$ cat src/rtl/control_sequencer_pkg.sv
// control_sequencer_pkg
// Shared constants for the bus-CPU control unit:
//   - opcode encodings (upper nibble of IR)
//   - T-state encodings for the step counter
//   - control-word bit indices (all bits active-high internally) and the
//     all-inactive control word
package control_sequencer_pkg;

    localparam int OPCODE_WIDTH = 4;
    localparam int STEP_WIDTH   = 3;

    // Opcodes
    localparam logic [OPCODE_WIDTH-1:0] OP_NOP = 4'h0;
    localparam logic [OPCODE_WIDTH-1:0] OP_LDA = 4'h1;
    localparam logic [OPCODE_WIDTH-1:0] OP_ADD = 4'h2;
    localparam logic [OPCODE_WIDTH-1:0] OP_SUB = 4'h3;
    localparam logic [OPCODE_WIDTH-1:0] OP_STA = 4'h4;
    localparam logic [OPCODE_WIDTH-1:0] OP_LDI = 4'h5;
    localparam logic [OPCODE_WIDTH-1:0] OP_JMP = 4'h6;
    localparam logic [OPCODE_WIDTH-1:0] OP_JC  = 4'h7;
    localparam logic [OPCODE_WIDTH-1:0] OP_JZ  = 4'h8;
    localparam logic [OPCODE_WIDTH-1:0] OP_OUT = 4'hE;
    localparam logic [OPCODE_WIDTH-1:0] OP_HLT = 4'hF;

    // T-states
    localparam logic [STEP_WIDTH-1:0] T0       = 3'd0;
    localparam logic [STEP_WIDTH-1:0] T1       = 3'd1;
    localparam logic [STEP_WIDTH-1:0] T2       = 3'd2;
    localparam logic [STEP_WIDTH-1:0] T3       = 3'd3;
    localparam logic [STEP_WIDTH-1:0] T4       = 3'd4;
    localparam logic [STEP_WIDTH-1:0] STEP_ONE = 3'd1;

    // Control-word bit indices (1 = line asserted, polarity fixed at the top)
    localparam int CW_PC_OUT   = 0;
    localparam int CW_PC_INC   = 1;
    localparam int CW_PC_LOAD  = 2;
    localparam int CW_MAR_IN   = 3;
    localparam int CW_RAM_OUT  = 4;
    localparam int CW_RAM_IN   = 5;
    localparam int CW_IR_IN    = 6;
    localparam int CW_IR_OUT   = 7;
    localparam int CW_A_IN     = 8;
    localparam int CW_A_OUT    = 9;
    localparam int CW_B_IN     = 10;
    localparam int CW_ALU_OUT  = 11;
    localparam int CW_SUB      = 12;
    localparam int CW_FLAGS_IN = 13;
    localparam int CW_OUT_IN   = 14;
    localparam int CW_HALT     = 15;
    localparam int CW_WIDTH    = 16;

    typedef logic [CW_WIDTH-1:0] ctrl_word_t;

    localparam ctrl_word_t CW_INACTIVE = '0;

    // Single-bit control word, used to build the halted output word.
    function automatic ctrl_word_t cw_bit(input int idx);
        ctrl_word_t w;
        w      = CW_INACTIVE;
        w[idx] = 1'b1;
        return w;
    endfunction

endpackage

$ cat src/rtl/control_sequencer_if.sv
// control_sequencer_if
// Groups the sequencer's datapath-facing signals.
//   master: the sequencer (reads opcode/flags, drives step and control lines)
//   slave : the datapath   (drives opcode/flags, reads step and control lines)
// There is no valid/ready handshake here: every control line is a level
// that is meaningful for exactly one clock cycle (the current T-state) and
// is acted on by the receiving register at the rising edge ending that cycle.
interface control_sequencer_if;
    import control_sequencer_pkg::*;

    logic [OPCODE_WIDTH-1:0] i_OPCODE;
    logic                    i_ZERO_FLAG;
    logic                    i_CARRY_FLAG;

    logic [STEP_WIDTH-1:0]   o_STEP;
    logic o_PC_OUT_n;
    logic o_PC_INC;
    logic o_PC_LOAD_n;
    logic o_MAR_IN_n;
    logic o_RAM_OUT_n;
    logic o_RAM_IN_n;
    logic o_IR_IN_n;
    logic o_IR_OUT_n;
    logic o_A_IN_n;
    logic o_A_OUT_n;
    logic o_B_IN_n;
    logic o_ALU_OUT_n;
    logic o_SUB;
    logic o_FLAGS_IN_n;
    logic o_OUT_IN_n;
    logic o_HALT;

    modport master (
        input  i_OPCODE, i_ZERO_FLAG, i_CARRY_FLAG,
        output o_STEP, o_PC_OUT_n, o_PC_INC, o_PC_LOAD_n, o_MAR_IN_n,
               o_RAM_OUT_n, o_RAM_IN_n, o_IR_IN_n, o_IR_OUT_n, o_A_IN_n,
               o_A_OUT_n, o_B_IN_n, o_ALU_OUT_n, o_SUB, o_FLAGS_IN_n,
               o_OUT_IN_n, o_HALT
    );

    modport slave (
        output i_OPCODE, i_ZERO_FLAG, i_CARRY_FLAG,
        input  o_STEP, o_PC_OUT_n, o_PC_INC, o_PC_LOAD_n, o_MAR_IN_n,
               o_RAM_OUT_n, o_RAM_IN_n, o_IR_IN_n, o_IR_OUT_n, o_A_IN_n,
               o_A_OUT_n, o_B_IN_n, o_ALU_OUT_n, o_SUB, o_FLAGS_IN_n,
               o_OUT_IN_n, o_HALT
    );

endinterface

$ cat src/rtl/control_microcode_rom.sv
// control_microcode_rom
// Purely combinational microcode: (step, opcode, zero, carry) -> control
// word plus a last-step bit that tells the sequencer to wrap to T0.
// Ports:
//   step      in  current T-state
//   opcode    in  opcode nibble
//   zero_flag in  registered ALU zero flag (only looked at in T2)
//   carry_flag in registered ALU carry flag (only looked at in T2)
//   cw        out active-high control word
//   last      out this step is the final step of the instruction
module control_microcode_rom
    import control_sequencer_pkg::*;
(
    input  logic [STEP_WIDTH-1:0]   step,
    input  logic [OPCODE_WIDTH-1:0] opcode,
    input  logic                    zero_flag,
    input  logic                    carry_flag,
    output ctrl_word_t              cw,
    output logic                    last
);

    always_comb begin
        cw   = CW_INACTIVE;
        last = 1'b0;
        case (step)
            T0: begin
                cw[CW_PC_OUT] = 1'b1;
                cw[CW_MAR_IN] = 1'b1;
            end
            T1: begin
                cw[CW_RAM_OUT] = 1'b1;
                cw[CW_IR_IN]   = 1'b1;
                cw[CW_PC_INC]  = 1'b1;
            end
            T2: begin
                case (opcode)
                    OP_LDA, OP_ADD, OP_SUB, OP_STA: begin
                        cw[CW_IR_OUT] = 1'b1;
                        cw[CW_MAR_IN] = 1'b1;
                    end
                    OP_LDI: begin
                        cw[CW_IR_OUT] = 1'b1;
                        cw[CW_A_IN]   = 1'b1;
                        last          = 1'b1;
                    end
                    OP_JMP: begin
                        cw[CW_IR_OUT]  = 1'b1;
                        cw[CW_PC_LOAD] = 1'b1;
                        last           = 1'b1;
                    end
                    OP_JC: begin
                        cw[CW_IR_OUT]  = 1'b1;
                        cw[CW_PC_LOAD] = carry_flag;
                        last           = 1'b1;
                    end
                    OP_JZ: begin
                        cw[CW_IR_OUT]  = 1'b1;
                        cw[CW_PC_LOAD] = zero_flag;
                        last           = 1'b1;
                    end
                    OP_OUT: begin
                        cw[CW_A_OUT]  = 1'b1;
                        cw[CW_OUT_IN] = 1'b1;
                        last          = 1'b1;
                    end
                    // HLT never wraps; the sequencer freezes on this step.
                    OP_HLT: cw[CW_HALT] = 1'b1;
                    // NOP and the undefined opcodes end here with no lines.
                    default: last = 1'b1;
                endcase
            end
            T3: begin
                case (opcode)
                    OP_LDA: begin
                        cw[CW_RAM_OUT] = 1'b1;
                        cw[CW_A_IN]    = 1'b1;
                        last           = 1'b1;
                    end
                    OP_ADD, OP_SUB: begin
                        cw[CW_RAM_OUT] = 1'b1;
                        cw[CW_B_IN]    = 1'b1;
                    end
                    OP_STA: begin
                        cw[CW_A_OUT]  = 1'b1;
                        cw[CW_RAM_IN] = 1'b1;
                        last          = 1'b1;
                    end
                    default: last = 1'b1;
                endcase
            end
            T4: begin
                if (opcode == OP_ADD || opcode == OP_SUB) begin
                    cw[CW_ALU_OUT]  = 1'b1;
                    cw[CW_A_IN]     = 1'b1;
                    cw[CW_FLAGS_IN] = 1'b1;
                    cw[CW_SUB]      = (opcode == OP_SUB);
                end
                last = 1'b1;
            end
            // Steps 5-7 cannot be reached; if they are, stay quiet and wrap.
            default: last = 1'b1;
        endcase
    end

endmodule

$ cat src/rtl/control_sequencer.sv
// control_sequencer
// Microcoded control unit for the 8-bit bus CPU. Holds the T-state counter
// and a halted bit, decodes the control word through control_microcode_rom
// and unpacks it onto the (mostly active-low) control lines.
// Ports:
//   i_CLOCK  in  system clock, rising edge
//   i_CLEAR  in  asynchronous active-high reset
//   bus      master modport: opcode/flags in, o_STEP and control lines out
module control_sequencer
    import control_sequencer_pkg::*;
(
    input  logic                 i_CLOCK,
    input  logic                 i_CLEAR,
    control_sequencer_if.master  bus
);

    logic [STEP_WIDTH-1:0] step;
    logic                  halted;
    ctrl_word_t            rom_cw;
    logic                  rom_last;
    ctrl_word_t            cw;

    control_microcode_rom u_rom (
        .step       (step),
        .opcode     (bus.i_OPCODE),
        .zero_flag  (bus.i_ZERO_FLAG),
        .carry_flag (bus.i_CARRY_FLAG),
        .cw         (rom_cw),
        .last       (rom_last)
    );

    // HALT in T2 takes priority over wrapping: the step stays at T2 and the
    // halted bit latches so later opcode changes cannot restart execution.
    always_ff @(posedge i_CLOCK or posedge i_CLEAR) begin
        if (i_CLEAR) begin
            step   <= T0;
            halted <= 1'b0;
        end else if (halted) begin
            step   <= step;
        end else if (step == T2 && rom_cw[CW_HALT]) begin
            halted <= 1'b1;
        end else if (rom_last) begin
            step   <= T0;
        end else begin
            step   <= step + STEP_ONE;
        end
    end

    // While halted only the halt request is driven, whatever the opcode.
    assign cw = halted ? cw_bit(CW_HALT) : rom_cw;

    assign bus.o_STEP       = step;
    assign bus.o_PC_OUT_n   = ~cw[CW_PC_OUT];
    assign bus.o_PC_INC     =  cw[CW_PC_INC];
    assign bus.o_PC_LOAD_n  = ~cw[CW_PC_LOAD];
    assign bus.o_MAR_IN_n   = ~cw[CW_MAR_IN];
    assign bus.o_RAM_OUT_n  = ~cw[CW_RAM_OUT];
    assign bus.o_RAM_IN_n   = ~cw[CW_RAM_IN];
    assign bus.o_IR_IN_n    = ~cw[CW_IR_IN];
    assign bus.o_IR_OUT_n   = ~cw[CW_IR_OUT];
    assign bus.o_A_IN_n     = ~cw[CW_A_IN];
    assign bus.o_A_OUT_n    = ~cw[CW_A_OUT];
    assign bus.o_B_IN_n     = ~cw[CW_B_IN];
    assign bus.o_ALU_OUT_n  = ~cw[CW_ALU_OUT];
    assign bus.o_SUB        =  cw[CW_SUB];
    assign bus.o_FLAGS_IN_n = ~cw[CW_FLAGS_IN];
    assign bus.o_OUT_IN_n   = ~cw[CW_OUT_IN];
    assign bus.o_HALT       =  cw[CW_HALT];

endmodule

$ cat src/flat_wrapper.sv
// flat-port wrapper written by rule: the top's interface ports become plain ports
module control_sequencer_flat import control_sequencer_pkg::*;
  (i_CLOCK, i_CLEAR, bus_i_OPCODE, bus_i_ZERO_FLAG, bus_i_CARRY_FLAG, bus_o_STEP, bus_o_PC_OUT_n, bus_o_PC_INC, bus_o_PC_LOAD_n, bus_o_MAR_IN_n, bus_o_RAM_OUT_n, bus_o_RAM_IN_n, bus_o_IR_IN_n, bus_o_IR_OUT_n, bus_o_A_IN_n, bus_o_A_OUT_n, bus_o_B_IN_n, bus_o_ALU_OUT_n, bus_o_SUB, bus_o_FLAGS_IN_n, bus_o_OUT_IN_n, bus_o_HALT);
  control_sequencer_if bus_i ();
  input  logic i_CLOCK;
  input  logic i_CLEAR;
  input wire logic [$bits(bus_i.i_OPCODE)-1:0] bus_i_OPCODE;
  input wire logic [$bits(bus_i.i_ZERO_FLAG)-1:0] bus_i_ZERO_FLAG;
  input wire logic [$bits(bus_i.i_CARRY_FLAG)-1:0] bus_i_CARRY_FLAG;
  output wire logic [$bits(bus_i.o_STEP)-1:0] bus_o_STEP;
  output wire logic [$bits(bus_i.o_PC_OUT_n)-1:0] bus_o_PC_OUT_n;
  output wire logic [$bits(bus_i.o_PC_INC)-1:0] bus_o_PC_INC;
  output wire logic [$bits(bus_i.o_PC_LOAD_n)-1:0] bus_o_PC_LOAD_n;
  output wire logic [$bits(bus_i.o_MAR_IN_n)-1:0] bus_o_MAR_IN_n;
  output wire logic [$bits(bus_i.o_RAM_OUT_n)-1:0] bus_o_RAM_OUT_n;
  output wire logic [$bits(bus_i.o_RAM_IN_n)-1:0] bus_o_RAM_IN_n;
  output wire logic [$bits(bus_i.o_IR_IN_n)-1:0] bus_o_IR_IN_n;
  output wire logic [$bits(bus_i.o_IR_OUT_n)-1:0] bus_o_IR_OUT_n;
  output wire logic [$bits(bus_i.o_A_IN_n)-1:0] bus_o_A_IN_n;
  output wire logic [$bits(bus_i.o_A_OUT_n)-1:0] bus_o_A_OUT_n;
  output wire logic [$bits(bus_i.o_B_IN_n)-1:0] bus_o_B_IN_n;
  output wire logic [$bits(bus_i.o_ALU_OUT_n)-1:0] bus_o_ALU_OUT_n;
  output wire logic [$bits(bus_i.o_SUB)-1:0] bus_o_SUB;
  output wire logic [$bits(bus_i.o_FLAGS_IN_n)-1:0] bus_o_FLAGS_IN_n;
  output wire logic [$bits(bus_i.o_OUT_IN_n)-1:0] bus_o_OUT_IN_n;
  output wire logic [$bits(bus_i.o_HALT)-1:0] bus_o_HALT;
  assign bus_i.i_OPCODE = bus_i_OPCODE;
  assign bus_i.i_ZERO_FLAG = bus_i_ZERO_FLAG;
  assign bus_i.i_CARRY_FLAG = bus_i_CARRY_FLAG;
  assign bus_o_STEP = bus_i.o_STEP;
  assign bus_o_PC_OUT_n = bus_i.o_PC_OUT_n;
  assign bus_o_PC_INC = bus_i.o_PC_INC;
  assign bus_o_PC_LOAD_n = bus_i.o_PC_LOAD_n;
  assign bus_o_MAR_IN_n = bus_i.o_MAR_IN_n;
  assign bus_o_RAM_OUT_n = bus_i.o_RAM_OUT_n;
  assign bus_o_RAM_IN_n = bus_i.o_RAM_IN_n;
  assign bus_o_IR_IN_n = bus_i.o_IR_IN_n;
  assign bus_o_IR_OUT_n = bus_i.o_IR_OUT_n;
  assign bus_o_A_IN_n = bus_i.o_A_IN_n;
  assign bus_o_A_OUT_n = bus_i.o_A_OUT_n;
  assign bus_o_B_IN_n = bus_i.o_B_IN_n;
  assign bus_o_ALU_OUT_n = bus_i.o_ALU_OUT_n;
  assign bus_o_SUB = bus_i.o_SUB;
  assign bus_o_FLAGS_IN_n = bus_i.o_FLAGS_IN_n;
  assign bus_o_OUT_IN_n = bus_i.o_OUT_IN_n;
  assign bus_o_HALT = bus_i.o_HALT;
  control_sequencer u_core (.i_CLOCK(i_CLOCK), .i_CLEAR(i_CLEAR), .bus(bus_i));
endmodule
$ cat config.mk
export PLATFORM = sky130hd
export DESIGN_NAME = control_sequencer_flat
export DESIGN_NICKNAME = d
export VERILOG_FILES = /design/src/rtl/control_sequencer_pkg.sv /design/src/rtl/control_sequencer_if.sv /design/src/rtl/control_microcode_rom.sv /design/src/rtl/control_sequencer.sv /design/src/flat_wrapper.sv
export SDC_FILE = /design/constraint.sdc
export NUM_CORES = 1
export LEC_CHECK = 0
export BUFFER_PORTS_ARGS = -buffer_cell sky130_fd_sc_hd__buf_4
export CAP_MARGIN = 20
export CORE_MARGIN = 4
export CORE_UTILIZATION = 39
export CTS_CLUSTER_SIZE = 25
export DETAILED_ROUTE_END_ITERATION = 7
export PLACE_DENSITY = 0.74
export SYNTH_ARGS = -nofsm -noshare
export SYNTH_HDL_FRONTEND = slang
export SYNTH_SLANG_ARGS = --single-unit
$ cat constraint.sdc
create_clock -name i_CLOCK -period 1.7 [get_ports i_CLOCK]
set_input_delay 0.17 -clock i_CLOCK [delete_from_list [all_inputs] [get_ports i_CLOCK]]
set_output_delay 0.17 -clock i_CLOCK [all_outputs]
set_load 0.02 [all_outputs]
==> metrics.log, run 1 <==
INFO  metric worst-path-buf-inv = 2
INFO  metric worstSetupStartpointType = flip-flop
INFO  metric chipWidth = 45.5 µm
INFO  metric synth_seq_cells = 4
INFO  metric synth_warnings = 0
INFO  metric clock_path_buffers = 2
INFO  metric mappedNetlistArea = ~550 µm²
INFO  metric largest_net_degree_at_the_start_of_global_routing = 11
INFO  metric num_rows = 13
INFO  metric synth_top_area_share = 18.3%
INFO  metric top_layer_used = met3
INFO  metric wl_per_cell = 12.0 µm
INFO  metric synth-seq-area-share = 18.3%
INFO  metric design.die.area = 0.00207 mm²
INFO  metric met2_length = 836 µm
INFO  metric tns = -0.160 ns
INFO  metric number_of_h_tree_levels = 1
INFO  metric die_y = 45.5 µm
INFO  metric starting_density_of_the_core = between 40% and 50%
INFO  metric drc = 0
INFO  metric synth.avg_cell_area = 7.41 µm²
INFO  metric wire_length_on_met3 = approximately 100 µm
INFO  metric overflow = 0
INFO  metric critPathMaxStageDelay = 0.43 ns
INFO  metric cp_required = 1.53 ns
INFO  metric post-route-util = 71.1%
INFO  metric tritoncts = done
INFO  metric cp_max_fo = 4
INFO  metric worstMarginPinSlew = 0.288 ns
INFO  metric ys_async_sr_fraction = 100%
INFO  metric timing.final.max_slew_violations = 0
INFO  metric hold_class = in2async
INFO  metric yosys.area.top_type = sky130_fd_sc_hd__dfrtp_1
INFO  metric slew-limit-headroom = 80.6%
INFO  metric ys_top_cells_by_count = sky130_fd_sc_hd__inv_1 (8), sky130_fd_sc_hd__nand2_1 (8), sky130_fd_sc_hd__nor2_1 (7), sky130_fd_sc_hd__ha_1 (5), sky130_fd_sc_hd__nand3_1 (5)
INFO  metric power_per_cell_area = 1470 mW/mm²
INFO  metric cp_cell_sequence = inv_2, ha_4, nand2b_4, or4_4, and2_4, buf_6
INFO  metric worst_setup_path_end_kind = output port
INFO  metric layout-drive-gt1-share = about 55%
INFO  metric static_power_due_to_leakage = 0.416 nW
INFO  metric num_vias = between 600 and 700
INFO  metric finalCritPeriodShare = 106%
INFO  metric final.fill_count = 106
INFO  metric clk_pin_slew_worst_setup_hold_paths = 0.04 ns
INFO  metric route.antenna.remaining_nets = 0
INFO  metric synthTopCellsByArea = sky130_fd_sc_hd__dfrtp_1 (18%), sky130_fd_sc_hd__ha_1 (11%), sky130_fd_sc_hd__inv_1 (5.5%)
INFO  metric final_setup_violations = 3
INFO  metric drt_wl_total = 1.51 mm
INFO  metric worst_setup_path_type = reg2out
INFO  metric dominantRegCellSynth = sky130_fd_sc_hd__dfrtp_1
INFO  metric timing.final.hold_violations = 0
INFO  metric syn_to_final_growth = 71.0%
INFO  metric numCtsBuffers = 3
INFO  metric crit_path_top_delay_cell = sky130_fd_sc_hd__dfrtp_2
INFO  metric drt-pass1-iter-count = 4
INFO  metric unrepaired_setup_endpoints_after_global_routing = true
INFO  metric fin_worst_skew = 0.00756 ns
INFO  metric clkLatencyLatePin = 0.23 ns
INFO  metric finalCriticalPeriod = 1.81 ns
INFO  metric grt_antenna_before_repair = 0
INFO  metric outcome = complete, but fails checks
INFO  metric area_of_the_core_region = 0.00132 mm²
INFO  metric grt_first_pass_wirelength = around 2.4 mm
INFO  metric mappedNetlistNets = 87
INFO  metric grt_pass1_vias = approximately 590
INFO  metric diodes = 0
INFO  metric vias_per_cell = approximately 5.1
INFO  metric fmax = approximately 0.55 GHz
INFO  metric numPortBuffers = 26
INFO  metric routedLengthMet1 = 571 µm
INFO  metric nets = 125
INFO  metric crit_family = simple AND/OR/NAND/NOR gates
INFO  metric worst-endpoint-arrival = 1.64 ns
INFO  metric track_usage = 15.7%
INFO  metric clock-root-buffer = sky130_fd_sc_hd__clkbuf_4
INFO  metric synth.lib_cells_used.distinct = 31
INFO  metric synth-edff-count = 0
INFO  metric num_io_pins = 27
INFO  metric gp_routability_congestion = around 0.79
INFO  metric setup_ws = -0.109 ns
INFO  metric cap_violations = 0
INFO  metric violations_in_the_final_reports = setup timing
INFO  metric cts.sink_count = 4
INFO  metric vdd_ir_drop_max = roughly 1.2 mV
INFO  metric detailedPlacementHpwl = 1.19 mm
INFO  metric first_iter_violations = 14
INFO  metric postSynthCellCount = 74
final timing paths:
kind,slack (ns),start,depth (start not counted),end
worst max register to register,0.02,u_core.bus.o_STEP[1],7,u_core.bus.o_STEP[2]
worst min-delay path,0.38,i_CLEAR,3,u_core.bus.o_STEP[1]
worst min register to register,0.59,u_core.bus.o_STEP[2],2,u_core.bus.o_STEP[2]
worst max-delay path,-0.11,u_core.bus.o_STEP[0],6,bus_o_A_OUT_n
max in group asynchronous,1.16,i_CLEAR,3,u_core.bus.o_STEP[0]
min in group i_CLOCK,0.49,bus_i_OPCODE[1],4,u_core.bus.o_STEP[0]
logic make-up (layout without fill, tap and decap cells):
family                   Yosys count  count (layout)  synth area share, %
adder cells (fa/ha/maj)            5               5                 11.4
AND/OR/NAND/NOR                   35              35                 37.4
AO/OA/AOI/OAI                     16              16                 21.0
buffers and inverters             13              50                 10.3
flip-flops                         4               4                 18.3
XOR/XNOR                           1               1                 1.60
cell type report:
cell class	count	area (µm²)	share of cell area, %
Tap cell	15	18.8	2.00
Inverter	9	36.3	3.87
Sequential cell	4	103	10.9
Multi-Input combinational cell	57	458	48.9
Timing Repair Buffer	37	295	31.5
Clock buffer	4	26.3	2.80
worst min-delay path, cell delays in order:
cell and delay, ns:
sky130_fd_sc_hd__dlygate4sd3_1 0.54, sky130_fd_sc_hd__buf_4 0.13, sky130_fd_sc_hd__inv_1 0.13
per-layer routing:
| layer | global-route usage [%] | up-vias |
|---|---|---|
| met5 | 0 | - |
| met4 | 7.02 | 0 |
| met3 | 1.58 | 0 |
| met2 | 27.3 | 23 |
| met1 | 19.2 | 289 |
| li1 | - | 332 |
layout by cell type (no fill, tap or decap):
| cell type | netlist | layout |
|---|---|---|
| sky130_fd_sc_hd__nand3_1 | 5 | 5 |
| sky130_fd_sc_hd__or3_1 | 1 | 1 |
| sky130_fd_sc_hd__o21ai_0 | 3 | 3 |
| sky130_fd_sc_hd__nor3_2 | 1 | 1 |
| sky130_fd_sc_hd__inv_1 | 8 | 5 |
| sky130_fd_sc_hd__dfrtp_2 | 0 | 2 |
| sky130_fd_sc_hd__ha_2 | 0 | 1 |
| sky130_fd_sc_hd__o21ai_1 | 3 | 3 |
| sky130_fd_sc_hd__nor2_2 | 1 | 2 |
| sky130_fd_sc_hd__buf_4 | 1 | 32 |
| sky130_fd_sc_hd__inv_4 | 0 | 1 |
| sky130_fd_sc_hd__dfrtp_1 | 4 | 2 |
| sky130_fd_sc_hd__nor4bb_1 | 2 | 2 |
| sky130_fd_sc_hd__o21ba_4 | 0 | 1 |
| sky130_fd_sc_hd__o211ai_1 | 3 | 3 |
| sky130_fd_sc_hd__nand2b_4 | 1 | 1 |
| sky130_fd_sc_hd__and4_4 | 0 | 1 |
| sky130_fd_sc_hd__buf_6 | 0 | 4 |
| sky130_fd_sc_hd__nor2b_1 | 2 | 2 |
| sky130_fd_sc_hd__a221o_1 | 1 | 1 |
| sky130_fd_sc_hd__nand4_1 | 2 | 2 |
| sky130_fd_sc_hd__inv_2 | 0 | 2 |
| sky130_fd_sc_hd__nand2b_1 | 1 | 1 |
| sky130_fd_sc_hd__or4_4 | 1 | 1 |
| sky130_fd_sc_hd__dlygate4sd3_1 | 0 | 1 |
| sky130_fd_sc_hd__a32o_2 | 0 | 1 |
| sky130_fd_sc_hd__clkbuf_4 | 0 | 3 |
| sky130_fd_sc_hd__xnor2_1 | 1 | 1 |
| sky130_fd_sc_hd__nor2_1 | 7 | 6 |
| sky130_fd_sc_hd__and2_4 | 1 | 2 |
| sky130_fd_sc_hd__a21bo_2 | 1 | 1 |
| sky130_fd_sc_hd__ha_4 | 0 | 4 |
| sky130_fd_sc_hd__nand2_1 | 8 | 8 |
| sky130_fd_sc_hd__o211ai_2 | 1 | 1 |
| sky130_fd_sc_hd__a21oi_1 | 2 | 2 |
| sky130_fd_sc_hd__clkbuf_1 | 0 | 1 |
| sky130_fd_sc_hd__clkinv_1 | 1 | 1 |
power by group:
part / total, W / switching, W / internal [W]
logic: 0.00105 / 0.000525 / 0.000522
registers: 0.000201 / 0.0000600 / 0.000141
clock network: 0.000126 / 0.0000383 / 0.0000880
sequential cells by signal, summed over array words and instances, names as in the netlist:
name	count
u_core.halted	1
u_core.bus.o_STEP	3
repair_timing:
item,in CTS,in global routing
setup endpoints to repair,8,12
pin swaps,3,4
hold endpoints to repair,4,0
hold buffers,1,0
setup buffers,2,1
gates resized for setup,10,10
stage by stage:
step                      total power, W  instance area [µm²]  setup WS, ns  hold WS [ns]  cells
after floorplan                 0.000718                  562       0.00501       -0.0640     74
after global placement           0.00108                  806        0.0291        0.0652    118
after detailed placement         0.00109                  806        0.0116        0.0697    118
after CTS                        0.00130                  891       -0.0933         0.370    125
after global routing             0.00150                  937        -0.163         0.385    126
final                            0.00137                  937        -0.109         0.376    126
(Power assumes the default switching activity.)
==> inputs of run 2 (changes only) <==
ABC_AREA = 1   (was not set)
==> run 2 against run 1 <==
Against the previous run:
- the flow now finishes without violations
- setup slack better by 0.20 ns
- cell area decreased by 7.7%
- register-to-register slack better by 0.28 ns
- non-clock buffer count decreased by 5
- clock skew is 0.0055 ns lower
- critical path depth unchanged
- sequential power decreased by 52%
- highest routed layer unchanged
==> metrics.log, run 2 <==
INFO  metric yosys.area.top_type = sky130_fd_sc_hd__dfrtp_1
INFO  metric gp_routability_congestion = 0.879
INFO  metric drt_wl_total = 1.54 mm
INFO  metric clk_pin_slew_worst_setup_hold_paths = around 0.040 ns
INFO  metric route.antenna.remaining_nets = 0
INFO  metric most-common-layout-cells = sky130_fd_sc_hd__buf_4 (31), sky130_fd_sc_hd__nand2_1 (26), sky130_fd_sc_hd__nor2_1 (15)
INFO  metric synthTopCellsByArea = sky130_fd_sc_hd__dfrtp_1 (18%), sky130_fd_sc_hd__nand2_1 (18%), sky130_fd_sc_hd__ha_1 (11%)
INFO  metric chipWidth = 45.7 µm
INFO  metric starting_density_of_the_core = 42.0%
INFO  metric synth.lib_cells_used.distinct = 15
INFO  metric slew-limit-headroom = about 84%
INFO  metric drc = 0
INFO  metric tns = 0 ns
INFO  metric wl_per_cell = between 10 and 15 µm
INFO  metric timing.rr.start = u_core.bus.o_STEP[1]
INFO  metric vdd_ir_drop_max = slightly below 0.3 mV
INFO  metric diodes = 0
INFO  metric ys_async_sr_fraction = 100%
INFO  metric layout-drive-gt1-share = 41.1%
INFO  metric placed_insts = 135
INFO  metric multi_input_comb_area = 417 µm²
INFO  metric fin_cells = around 140
INFO  metric cts.sink_count = 4
INFO  metric tritoncts = done
INFO  metric cp_max_fo = 4
INFO  metric die_y = 45.7 µm
INFO  metric final_setup_violations = 0
INFO  metric reg2reg_setup_slack = 0.30 ns
INFO  metric layout_commonest_cell = sky130_fd_sc_hd__buf_4
INFO  metric track_usage = between 10% and 20%
INFO  metric clock-root-buffer = sky130_fd_sc_hd__clkbuf_4
INFO  metric design.die.area = 0.00208 mm²
INFO  metric final-seq-area = a little over 100 µm²
INFO  metric synth_seq_cells = 4
INFO  metric numPortBuffers = 26
INFO  metric worst_setup_path_end_kind = output port
INFO  metric syn_to_final_growth = 56.3%
INFO  metric min_path_cells = 5
INFO  metric first_iter_violations = 12
INFO  metric num_rows = 13
INFO  metric finalCriticalPeriod = approximately 1.6 ns
INFO  metric nets = 144
INFO  metric grt_antenna_before_repair = 0
INFO  metric clock_path_buffers = 2
INFO  metric num_vias = between 600 and 700
INFO  metric final.fill_count = 130
INFO  metric fmax = 0.620 GHz
INFO  metric worstHoldEndpoint = u_core.halted
INFO  metric grt_first_pass_wirelength = ~2.7 mm
INFO  metric drt-pass1-iter-count = 4
INFO  metric holdWs = about 0.37 ns
INFO  metric detailedPlacementHpwl = 1.22 mm
INFO  metric grt_pass1_vias = 683
INFO  metric worst_reg_to_reg_path_cell_count = 8
INFO  metric num_io_pins = 27
INFO  metric mappedNetlistArea = between 500 and 600 µm²
INFO  metric worst_setup_path_type = reg2out
INFO  metric cp_required = ~1.5 ns
INFO  metric postSynthCellCount = 95
INFO  metric detailed_place.area = 759 µm²
INFO  metric cap_violations = 0
INFO  metric vias_per_cell = 4.84
INFO  metric synth_warnings = 0
INFO  metric worst-endpoint-arrival = 1.44 ns
INFO  metric ys_top_cells_by_count = sky130_fd_sc_hd__nand2_1 (26), sky130_fd_sc_hd__nor2_1 (16), sky130_fd_sc_hd__nand3_1 (12), sky130_fd_sc_hd__inv_1 (11), sky130_fd_sc_hd__ha_1 (5)
INFO  metric largest_net_degree_at_the_start_of_global_routing = 9
INFO  metric number_of_h_tree_levels = 1
INFO  metric synth_top_area_share = between 10% and 20%
INFO  metric static_power_due_to_leakage = 0.457 nW
INFO  metric mappedNetlistNets = 108
INFO  metric critical_path.reg2reg.endpoint = u_core.bus.o_STEP[1]
INFO  metric finalCritPeriodShare = 94.8%
INFO  metric worstSetupStartpointType = flip-flop
INFO  metric hp-start = bus_i_OPCODE[0]
INFO  metric dominantRegCellSynth = sky130_fd_sc_hd__dfrtp_1
INFO  metric numCtsBuffers = 3
INFO  metric largest_register_ffs = 3
INFO  metric timing.final.max_slew_violations = 0
INFO  metric unrepaired_setup_endpoints_after_global_routing = true
INFO  metric synth.avg_cell_area = 5.82 µm²
INFO  metric synth-edff-count = 0
INFO  metric synth-seq-area-share = a little under a fifth
INFO  metric layout.cell_area.non_filler = 865 µm²
INFO  metric area_of_the_core_region = 0.00132 mm²
INFO  metric clkLatencyLatePin = 0.23 ns
INFO  metric timing.final.hold_violations = 0
INFO  metric synthMostInstantiatedCell = sky130_fd_sc_hd__nand2_1
INFO  metric hold_class = in2reg
INFO  metric worstMarginPinSlew = between 0.2 and 0.25 ns
INFO  metric overflow = 0
INFO  metric power_per_cell_area = 296 mW/mm²
INFO  metric fin_worst_skew = about 0.0021 ns
INFO  metric outcome = finished clean
## run 2: layout make-up
class / instances / area share (%)
flip-flops and latches: 4 / 11.9
inverters: 15 / 7.09
repair buffers: 32 / 28.1
multi-input cells: 75 / 48.2
well taps: 15 / 2.17
clock buffers: 3 / 2.60
## run 2: timing repair
item,CTS,global route
setup endpoints to repair,6,4
hold buffers,1,0
endpoints found under the hold margin,4,0
buffers inserted,2,3
pin swaps,0,1
resized for setup,3,9
## run 2: worst max path at each step
stage                               from         endpoint  slack, ns  cells past startpoint
floorplan           u_core.bus.o_STEP[0]        bus_o_SUB      0.002                      4
global placement    u_core.bus.o_STEP[0]    bus_o_A_OUT_n       0.16                      8
detailed placement  u_core.bus.o_STEP[0]    bus_o_A_OUT_n       0.12                      8
CTS                 u_core.bus.o_STEP[0]    bus_o_A_OUT_n       0.02                      8
global route        u_core.bus.o_STEP[1]        bus_o_SUB      -0.03                      5
finish              u_core.bus.o_STEP[1]  bus_o_RAM_OUT_n       0.09                      6
## run 2: cell families after synthesis
| logic type | count (synthesis) | synth area share [%] |
|---|---|---|
| AOI/OAI and AO/OA | 6 | 5.88 |
| and+or+nand+nor | 64 | 53.2 |
| DFF | 4 | 18.1 |
| buffers and inverters | 16 | 11.5 |
| adders and majority gates | 5 | 11.3 |
## run 2: per-layer routing
layer	wire length (µm)	vias up	GRT usage, %
met2	763	23	27.3
met4	0	0	4.68
met3	113	0	5.93
met1	666	303	21.7
met5	0	-	0
li1	-	371	-
## run 2: where the power goes
| part | internal, W | switching [W] |
|---|---|---|
| registers | 0.0000957 | 0 |
| clock network | 0.0000789 | 0.0000373 |
| logic | 0.0000189 | 0.0000251 |
| total | 0.000193 | 0.0000624 |
## run 2: worst max-delay path: stages, from the launching register on
cell	delay (ns)
sky130_fd_sc_hd__dfrtp_2	0.44
sky130_fd_sc_hd__ha_2	0.19
sky130_fd_sc_hd__ha_2	0.19
sky130_fd_sc_hd__inv_1	0.07
sky130_fd_sc_hd__nand2_1	0.07
sky130_fd_sc_hd__o211ai_1	0.09
sky130_fd_sc_hd__buf_4	0.17
## run 2: through the flow
stage	power [W]	util [%]	setup slack (ns)
floorplan	0.000117	-	0.00228
global placement	0.000138	57.6	0.157
detailed placement	0.000139	57.6	0.125
CTS	0.000260	61.7	0.0151
global route	0.000279	65.6	-0.0265
finish	0.000256	65.6	0.0878
==> inputs of run 3 (changes only) <==
CTS_BUF_LIST = sky130_fd_sc_hd__clkbuf_8   (was not set)
PLACE_DENSITY = 0.72   (was 0.74)
clock period = 1.8 ns   (was 1.7 ns; I/O delays follow)
==> run 3 against run 2 <==
Against the previous run:
- combinational power is 6.4% lower
- wire length is 4.1% lower
- final cell count is 3.5% lower
- setup slack better by 0.0063 ns
- core utilization is 3.6 points lower
- global-route usage is 2.0 points lower
- flip-flop and latch count stayed put
- largest power group unchanged
==> metrics.log, run 3 (same netlist as run 2, synthesis figures left out) <==
INFO  metric overflow = 0
INFO  metric unrepaired_setup_endpoints_after_global_routing = false
INFO  metric cap_violations = 0
INFO  metric num_vias = 678
INFO  metric worst_setup_path_end_kind = output port
INFO  metric design_power = 0.000317 W
INFO  metric timing.rr.start = u_core.bus.o_STEP[0]
INFO  metric critical_path.reg2reg.endpoint = u_core.bus.o_STEP[0]
INFO  metric area_of_the_core_region = between 0.001 and 0.0015 mm²
INFO  metric num_rows = 13
INFO  metric final_setup_violations = 0
INFO  metric vdd_ir_drop_max = 0.423 mV
INFO  metric first_iter_violations = 10
INFO  metric min_path_cells = 5
INFO  metric slew-limit-headroom = 86.1%
INFO  metric detailedPlacementHpwl = 1.23 mm
INFO  metric grt_pass1_vias = between 500 and 600
INFO  metric finalCriticalPeriod = 1.71 ns
INFO  metric most-common-layout-cells = sky130_fd_sc_hd__nand2_1 (26), sky130_fd_sc_hd__buf_4 (26), sky130_fd_sc_hd__nor2_1 (15)
INFO  metric cts.sink_count = 4
INFO  metric hold_class = in2reg
INFO  metric route.antenna.remaining_nets = 0
INFO  metric vias_per_cell = between 4 and 5
INFO  metric clock_path_buffers = 2
INFO  metric tritoncts = done
INFO  metric design.die.area = 0.00208 mm²
INFO  metric wl_per_cell = 10.6 µm
INFO  metric static_power_due_to_leakage = 0.448 nW
INFO  metric finalCritPeriodShare = 94.8%
INFO  metric timing.final.hold_violations = 0
INFO  metric holdWs = 0.404 ns
INFO  metric worstMarginPinSlew = roughly 0.21 ns
INFO  metric syn_to_final_growth = 47.7%
INFO  metric worst_reg_to_reg_path_cell_count = 8
INFO  metric worstSetupStartpointType = flip-flop
INFO  metric die_y = 45.7 µm
INFO  metric drt-pass1-iter-count = 4
INFO  metric grt_antenna_before_repair = 0
INFO  metric cp_max_fo = 7
INFO  metric worst_setup_path_type = reg2out
INFO  metric clk_pin_slew_worst_setup_hold_paths = 0.03 ns
INFO  metric largest_net_degree_at_the_start_of_global_routing = 9
INFO  metric numCtsBuffers = 3
INFO  metric power_per_cell_area = 388 mW/mm²
INFO  metric fmax = 0.586 GHz
INFO  metric outcome = finished clean
INFO  metric cp_required = 1.62 ns
INFO  metric nets = roughly 140
INFO  metric drt_wl_total = 1.48 mm
INFO  metric diodes = 0
INFO  metric layout-drive-gt1-share = between 30% and 40%
INFO  metric worst-endpoint-arrival = 1.53 ns
INFO  metric numPortBuffers = 26
INFO  metric hp-start = bus_i_OPCODE[1]
INFO  metric tns = 0 ns
INFO  metric reg2reg_setup_slack = roughly 0.32 ns
INFO  metric starting_density_of_the_core = 42.0%
INFO  metric drc = 0
INFO  metric track_usage = 15.2%
INFO  metric num_io_pins = 27
INFO  metric grt_first_pass_wirelength = 2.37 mm
INFO  metric timing.final.max_slew_violations = 0
INFO  metric fin_worst_skew = 0.000561 ns
INFO  metric worstHoldEndpoint = u_core.halted
INFO  metric clock-root-buffer = sky130_fd_sc_hd__clkbuf_8
INFO  metric chipWidth = 45.7 µm
INFO  metric gp_routability_congestion = 0.803
INFO  metric number_of_h_tree_levels = 1
INFO  metric clkLatencyLatePin = 0.21 ns
INFO  metric largest_register_ffs = 3
-- run 3: changes by cell type in the layout (fill, tap and decap cells not counted), moves of 2 or more --
cell and delta:
sky130_fd_sc_hd__buf_4 -5, sky130_fd_sc_hd__clkbuf_4 -3, sky130_fd_sc_hd__clkbuf_8 +3, sky130_fd_sc_hd__ha_1 +3, sky130_fd_sc_hd__ha_2 -2, sky130_fd_sc_hd__inv_2 +2, sky130_fd_sc_hd__inv_4 -2
-- run 3: final cells by class --
class / instances / area (µm²)
clock buffers: 3 / 41.3
fillers: 132 / 500
inverters: 15 / 56.3
multi-input cells: 75 / 394
flip-flops and latches: 4 / 101
well taps: 15 / 18.8
repair buffers: 27 / 205
-- run 3: power by group --
group	switching (W)	total [W]	internal, W
registers	0	0.0000906	0.0000906
clock network	0.0000427	0.000185	0.000142
logic	0.0000233	0.0000412	0.0000179
total	0.0000660	0.000317	0.000251
-- run 3: how the worst max path moves through the flow --
| stage | from | slack, ns | cells past startpoint | endpoint |
|---|---|---|---|---|
| 3_3_place_gp | u_core.bus.o_STEP[0] | 0.25 | 8 | bus_o_A_OUT_n |
| 6_report | u_core.bus.o_STEP[0] | 0.09 | 6 | bus_o_RAM_OUT_n |
| 2_1_floorplan | u_core.bus.o_STEP[0] | 0.09 | 4 | bus_o_SUB |
| 4_1_cts | u_core.bus.o_STEP[0] | 0.05 | 8 | bus_o_A_OUT_n |
| 3_5_place_dp | u_core.bus.o_STEP[0] | 0.22 | 8 | bus_o_A_OUT_n |
| 5_1_grt | u_core.bus.o_STEP[0] | 0.02 | 8 | bus_o_A_IN_n |
-- run 3: critical path: stages, from the launching register on --
cell	delay, ns
sky130_fd_sc_hd__dfrtp_2	0.45
sky130_fd_sc_hd__ha_1	0.23
sky130_fd_sc_hd__ha_1	0.23
sky130_fd_sc_hd__inv_1	0.09
sky130_fd_sc_hd__nand2_1	0.07
sky130_fd_sc_hd__o211ai_1	0.09
sky130_fd_sc_hd__buf_4	0.17
-- run 3: layer usage --
layer,global-route usage [%],up-vias,routed length (µm)
li1,-,359,-
met1,20.0,291,616
met2,25.1,28,692
met3,4.35,0,171
met4,1.75,0,0
met5,0,-,0
-- run 3: stage by stage --
step / instances / setup WS, ns / area, µm² / utilization, %
final: 139 / 0.0941 / 817 / 62.0
after global routing: 139 / 0.0150 / 817 / 62.0
after CTS: 139 / 0.0506 / 813 / 61.7
after detailed placement: 135 / 0.221 / 759 / 57.6
after global placement: 135 / 0.252 / 759 / 57.6
after floorplan: 95 / 0.0923 / 553 / -
-- run 3: timing repair --
| action | CTS | global route |
|---|---|---|
| endpoints found under the setup margin | 1 | 4 |
| setup buffers | 0 | 0 |
| resized for setup | 1 | 3 |
| endpoints found under the hold margin | 4 | 0 |
| hold buffers | 1 | 0 |
| pin swaps | 0 | 0 |
